--- config.mk ---
export PLATFORM = sky130hd
export DESIGN_NAME = branch_target_buffer
export DESIGN_NICKNAME = d
export VERILOG_FILES = /design/src/rtl/branch_target_buffer.sv
export SDC_FILE = /design/constraint.sdc
export NUM_CORES = 2
export LEC_CHECK = 0
export CORE_ASPECT_RATIO = 0.7
export CORE_MARGIN = 4
export CORE_UTILIZATION = 52
export CTS_CLUSTER_DIAMETER = 120
export CTS_CLUSTER_SIZE = 10
export DETAILED_ROUTE_END_ITERATION = 7
export HOLD_SLACK_MARGIN = 0.02
export PLACE_DENSITY_LB_ADDON = 0.1
export SLEW_MARGIN = 15
export SYNTH_ARGS = -nofsm -noshare
export SYNTH_HDL_FRONTEND = slang
export SYNTH_SLANG_ARGS = --single-unit
--- constraint.sdc ---
create_clock -name clock -period 6.8 [get_ports clock]
set_clock_uncertainty 0.05 [all_clocks]
set_input_delay 1.7 -clock clock [delete_from_list [all_inputs] [get_ports clock]]
set_output_delay 1.7 -clock clock [all_outputs]
set_load 0.01 [all_outputs]
--- src/rtl/branch_target_buffer.sv ---
// Direct-mapped, tagged branch target buffer with a one-entry registered write stage.
// Define BTB_BYPASS_EN to let lookups hit on the pending write before it commits.
module branch_target_buffer #(
    parameter int unsigned N        = 3,
    parameter int unsigned ADDR_W   = 32,
    parameter int unsigned BTB_SZ   = 32,
    parameter int unsigned TAG_BITS = 10
) (
    input  logic                        clock,
    input  logic                        reset,
    input  logic [N-1:0][ADDR_W-1:0]    PCs_in,
    output logic [N-1:0]                btb_hits,
    output logic [N-1:0][ADDR_W-1:0]    targets,
    input  logic                        update_valid,
    input  logic [ADDR_W-1:0]           update_pc,
    input  logic [ADDR_W-1:0]           update_target,
    input  logic                        update_taken,
    input  logic                        btb_flush
);

    localparam int unsigned IDX_BITS = $clog2(BTB_SZ);
    localparam int unsigned TAG_LO   = IDX_BITS + 2;
    localparam int unsigned TAG_HI   = TAG_BITS + IDX_BITS + 1;

    logic [BTB_SZ-1:0]   valid_q;
    logic [TAG_BITS-1:0] tag_q    [BTB_SZ];
    logic [ADDR_W-1:0]   target_q [BTB_SZ];

    logic                pend_valid_q;
    logic [IDX_BITS-1:0] pend_idx_q;
    logic [TAG_BITS-1:0] pend_tag_q;
    logic [ADDR_W-1:0]   pend_target_q;

    logic capture;
    assign capture = update_valid && update_taken;

    // Low offset bits and bits above the tag take no part in indexing or matching.
    logic unused_pc_bits;
    assign unused_pc_bits = ^{PCs_in, update_pc};

    always_ff @(posedge clock) begin
        if (reset) begin
            valid_q      <= '0;
            pend_valid_q <= 1'b0;
        end else if (btb_flush) begin
            valid_q      <= '0;
            pend_valid_q <= 1'b0;
        end else begin
            if (pend_valid_q) begin
                valid_q[pend_idx_q]  <= 1'b1;
                tag_q[pend_idx_q]    <= pend_tag_q;
                target_q[pend_idx_q] <= pend_target_q;
            end
            pend_valid_q <= capture;
            if (capture) begin
                pend_idx_q    <= update_pc[IDX_BITS+1:2];
                pend_tag_q    <= update_pc[TAG_HI:TAG_LO];
                pend_target_q <= update_target;
            end
        end
    end

    logic [IDX_BITS-1:0] look_idx;
    logic [TAG_BITS-1:0] look_tag;

    always_comb begin
        btb_hits = '0;
        targets  = '0;
        look_idx = '0;
        look_tag = '0;
        for (int i = 0; i < int'(N); i++) begin
            look_idx = PCs_in[i][IDX_BITS+1:2];
            look_tag = PCs_in[i][TAG_HI:TAG_LO];
            btb_hits[i] = valid_q[look_idx] && (tag_q[look_idx] == look_tag);
            targets[i]  = btb_hits[i] ? target_q[look_idx] : '0;
`ifdef BTB_BYPASS_EN
            // A pending write to this index is about to evict; only its own tag may hit.
            if (pend_valid_q && (pend_idx_q == look_idx)) begin
                btb_hits[i] = (pend_tag_q == look_tag);
                targets[i]  = btb_hits[i] ? pend_target_q : '0;
            end
`endif
        end
    end

endmodule

# Word level (Yosys, flattened, before mapping)

Memory sizes are Yosys's and may differ from the RTL's.
Index checks and enable logic that the tools add are counted.
Widths: inputs -> output; s select.

Logic and storage cells: 40
Input port bits: 165
Memories: 2
RAM bits: 1344
Flip-flop bits (word level): 80
Output and inout port bits: 99

Memory list:

| name     | words | width | read ports | clocked after Yosys merged registers in | write ports | line | source |
|---|---|---|---|---|---|---|---|
| target_q | 32    | 32    | 3          | 0                                       | 1           | 27   | `logic [ADDR_W-1:0] target_q [BTB_SZ];` |
| tag_q    | 32    | 10    | 3          | 0                                       | 1           | 26   | `logic [TAG_BITS-1:0] tag_q [BTB_SZ];` |

Magnitude comparators: 5
Bitwise gates (word level): 3
Eq/ne operators: 3
Multiplexer cells: 15
Reduce and logical (&&, ||, !) cells: 7

Operators by type and width:

| cell               | count |
|---|---|
| $mux 32            | 3 |
| $or 32x32->32      | 1 |
| $eq 10x10->1       | 3 |
| $lt 5x6->1 const B | 4 |
| $bmux 1 s5         | 3 |
| $mux 1             | 8 |
| $demux 1 s5        | 1 |
| $ge 5x1->1 const B | 1 |
| $logic_and 1x1->1  | 5 |
| $reduce_and 3->1   | 1 |
| $not 1->1          | 2 |
| $reduce_or 2->1    | 1 |

# Logic depth before layout (Yosys ltp)

Depth in word-level cells: 5
Gate-level depth with buffers: 14
Gate-level depth less buffers: 8

# Least setup slack after synthesis

Ideal clock, no wire load.

Path kind: input to output
Start: input PCs_in[2] in the netlist's numbering
End: output targets[10] in the netlist's numbering
Setup slack: 0.765 ns
Arrival time: 4.285 ns
Stages on the path: 10
Path buffers: 6
Required time: 5.050 ns
Cells stage by stage: buf_2 -> buf_6 -> buf_6 -> buf_4 -> buf_2 -> buf_1 -> mux4_2 -> mux4_2 -> mux2i_1 -> nor2_1

RTL lines:

| what               | line | source |
|---|---|---|
| start: declaration | 11   | `input logic [N-1:0][ADDR_W-1:0] PCs_in,` |
| end: declaration   | 13   | `output logic [N-1:0][ADDR_W-1:0] targets,` |

==> run summary <==
264 I/O pins were placed. The clock reaches the later pin of the worst-skew pair after 800 ps. The number of warnings issued by yosys is 0.

Once the floorplan was initialized, standard cells occupied 52.28% of the core. For this run, the top clock speed supported by timing is 147.7 MHz. The sequential element share of the synthesized area was 55.83%; the number of enable-type register cells in the synthesized netlist was 1391. The synthesized area per cell is 20.56 µm².

By instance count, the leading cell after synthesis is edfxtp_1. Global routing used 34.09% of the available tracks across all layers. The worst setup path is launched from an input port. The analysis attributes to net switching a power of 4.515 mW.

Walking the worst path, the cells encountered are buf_12, buf_12, and2b_2, a22oi_1, a21boi_0, nor4_2, buf_4, xor2_1, nor3_1, buf_4, nand4_1, clkbuf_16, buf_12, buf_4, nor3_2, clkdlybuf4s15_1. The number of nets handed over by synthesis was 3861. The total count of hold-check failures in the final report came out at 0.

The run gives 0.07599 mm² as the area of the mapped netlist. Clock-pin slew was measured on the worst setup and hold paths at 60 ps. Dividing total power by cell area gives a power density of 220.8 mW/mm². For this run, design rule violations remaining after detail routing come to 0. Cell internal power was estimated by the tool at 14.91 mW. The floorplan step defined a core boundary enclosing 0.1454 mm². The top cell type's share of synthesized area is 54.96%.

In this run the static leakage power is 28.88 nW. The tools report the number of antenna violations at the first check in global routing as 2. STA classifies the critical path endpoint as a primary output. CTS saw 1424 sinks. The stage delay of the slowest cell on the critical path came out at 420 ps. For the number of nets with antenna violations after detailed routing, the log shows 0. For the setup-violating endpoint count in the final report, the log shows 0. The floorplan step set the die width to 464.9 µm. Counting flops and latches in the post-synthesis netlist gives 1424. The worst-case IR drop observed on VDD is 0.0002640 V. The flow ran to the end, and the final reports show no timing, DRC or antenna violations. H-tree depth reported by CTS: 4.

The run gives 49.7% as the proportion of power drawn by flip-flops and latches. Routability-driven placement finished with a final weighted congestion of 0.9218. STA puts the critical path data required time at 5050 ps.

For the pin with the worst max-slew slack, the measured transition is 1262 ps. Before antenna repair, the detailed router went through 6 iterations. In the final design database the tool counted 4273 nets. By area the synthesized netlist is led by edfxtp_1 55%, mux4_2 35%, mux2i_1 3.1%. Among all flip-flop cells after synthesis, the most frequent one is edfxtp_1. The number of hold-repair buffers added at the cts stage came out at 0. For this run the aggregate overflow at the end of global routing stands at 0.

The floorplan has 117 rows. From bottom edge to top edge, the die measures 327.8 µm. Setup total negative slack on the finished layout was measured at 0 ps.

At the placement stage, the worst setup path has a slack of -822.2 ps. Clock tree synthesis inserted a total of 160 buffers. Type of the setup path with the least slack: input port to primary output.

For the number of instances in the synthesized netlist, the log shows 3696. Final instance area: 0.08798 mm². The first routing iteration left 8212 violations. In this run the worst path has a maximum fanout of 15. In this run the tool buffered the top-level ports with 195 buffer cells. For the endpoint arrival time on the critical path, the log shows 5020 ps. The clock power share was 39.5%; the share of flip-flops with an asynchronous set or reset was 0%. Summed over all nets, the half-perimeter wirelength after detailed placement is 154100 µm.

The switching part of the total power was 23.24%. In this run, the combinational gates consume 10.8% of the power. After synthesis, the netlist uses 54 different library cells. Worst setup slack after layout: 28.79 ps. The number of slew-limit violations in the final report came out at 0. Fill cells in the final layout number 10137. The die covers 0.1524 mm². In this run the worst hold path is classified as flip-flop to flip-flop. 0 antenna diodes ended up in the layout. The via count of the first global-routing pass is 47146. For the pin count of the biggest net entering global routing, the log shows 161. The tools report the library cell used as clock root buffer as clkbuf_16. The first global-routing pass estimated 363600 µm of wire. The average wire per cell in the routed design came out at 42.53 µm. Total wire length: 259200 µm. The commonest cells after synthesis are 1391 x edfxtp_1, 1176 x mux4_2, 233 x mux2i_1. The biggest area contributor in the post-synthesis netlist is edfxtp_1.

Summing internal, switching and leakage power gives 19.43 mW. The fraction of final layout cells with drive strength greater than 1 works out to 44.99%. In the routed layout, each cell is associated on average with a via count of 7.737. The area added between synthesis and finish is 15.77%. The smallest clock period supported by the final layout is computed as 6771 ps. TritonCTS built the clock tree.

The logs give 15.89% for the relative slew slack and 47158 for the number of vias in the routed layout. The number of maximum-capacitance constraint violations is 0, and the worst-case clock buffer depth is 3. Dividing the final minimum period by the clock period gives 99.58%. The slowest stage of the critical path is the nor4_2 cell. The instance area at placement was 0.08292 mm².
-- per-layer routing --
metal | vias up | track usage, % | share of wire, %
li1 | 17451 | - | -
met1 | 25003 | 49.20 | 37
met2 | 4065 | 50.22 | 45
met3 | 639 | 10.00 | 14
met4 | 0 | 12.18 | 3.9
met5 | - | 0 | 0
-- per-stage QoR --
stage	utilization [%]	hold slack, ps	cells
4_1_cts	60.34	448.0	6085
5_1_grt	60.52	479.5	6095
2_1_floorplan	-	405.2	3696
3_3_place_gp	57.04	416.6	5885
6_report	60.52	449.4	6095
3_5_place_dp	57.04	434.0	5885
-- what timing repair did --
action                                 in CTS  in global routing
setup buffers                               8                  9
cloned                                      6                  1
pin swaps                                  12                  6
endpoints found under the hold margin       0                  0
setup endpoints to repair                  99                 53
gates resized for setup                   140                 63
-- worst paths after layout --
kind	from	to	slack (ps)	cells after the start
setup / recovery	PCs_in[35]	targets[36]	30	16
hold / removal	valid_q[7]	valid_q[7]	450	1
setup reg to reg	pend_valid_q	target_q[1][23]	3830	5
hold reg to reg	valid_q[7]	valid_q[7]	450	1
-- power groups by stage --
| stage | registers [mW] | logic [mW] | clock network, mW |
|---|---|---|---|
| after floorplan | 9.80 | 1.28 | 0 |
| after global placement | 9.82 | 2.00 | 0 |
| after detailed placement | 9.83 | 2.00 | 0 |
| after CTS | 9.65 | 2.07 | 7.77 |
| after global routing | 9.65 | 2.18 | 8.13 |
| final | 9.65 | 2.10 | 7.68 |
-- cells in the final DEF, fill, tap and decap left out, types with 18 or more instances in the layout --
master | netlist | final
edfxtp_1 | 1391 | 1391
nor2_1 | 87 | 51
a21o_1 | 32 | 32
buf_12 | 0 | 79
dfxtp_1 | 33 | 33
mux2i_1 | 233 | 227
a22oi_1 | 36 | 36
mux4_2 | 1176 | 1176
dlygate4sd2_1 | 0 | 63
clkbuf_16 | 0 | 168
o22ai_1 | 38 | 36
nand2_1 | 40 | 40
buf_4 | 18 | 295
nor2_4 | 0 | 33
clkdlybuf4s50_1 | 0 | 82
nor4_1 | 43 | 25
nor3_1 | 39 | 30
dlymetal6s2s_1 | 0 | 23
nand3_1 | 18 | 18
nor2b_1 | 21 | 19
-- cell families (layout without fill, tap and decap cells) --
group                  after synthesis  in the layout  synth area share [%]
AND/OR/NAND/NOR                    316            316                 2.127
AO/OA/AOI/OAI                      171            171                 1.622
multiplexers                      1420           1420                 38.08
buffers and inverters              338            774                 2.022
flip-flops                        1424           1424                 55.83
XOR/XNOR                            27             27                0.3112
-- worst max-delay path: cells and delay by family --
family          cells  cell delay, ps
simple gates        5            1200
xor+xnor            1              60
buf+inv             8            1590
compound gates      2             440
-- layout make-up --
type | instances | area [µm²] | area share, %
repair buffers | 584 | 6162 | 7.004
inverters | 4 | 20.02 | 0.02275
flip-flops and latches | 1424 | 42430 | 48.23
multi-input cells | 1934 | 32650 | 37.11
clock inverters | 6 | 60.06 | 0.06826
clock buffers | 180 | 4207 | 4.781
well taps | 1963 | 2456 | 2.792
-- registers in the layout (all words and copies together), names as in the netlist --
register       count
target_q        1024
tag_q            320
pend_target_q     32
valid_q           32
pend_tag_q        10
pend_idx_q         5
pend_valid_q       1
Note: power is estimated with default switching activity, not from simulation.
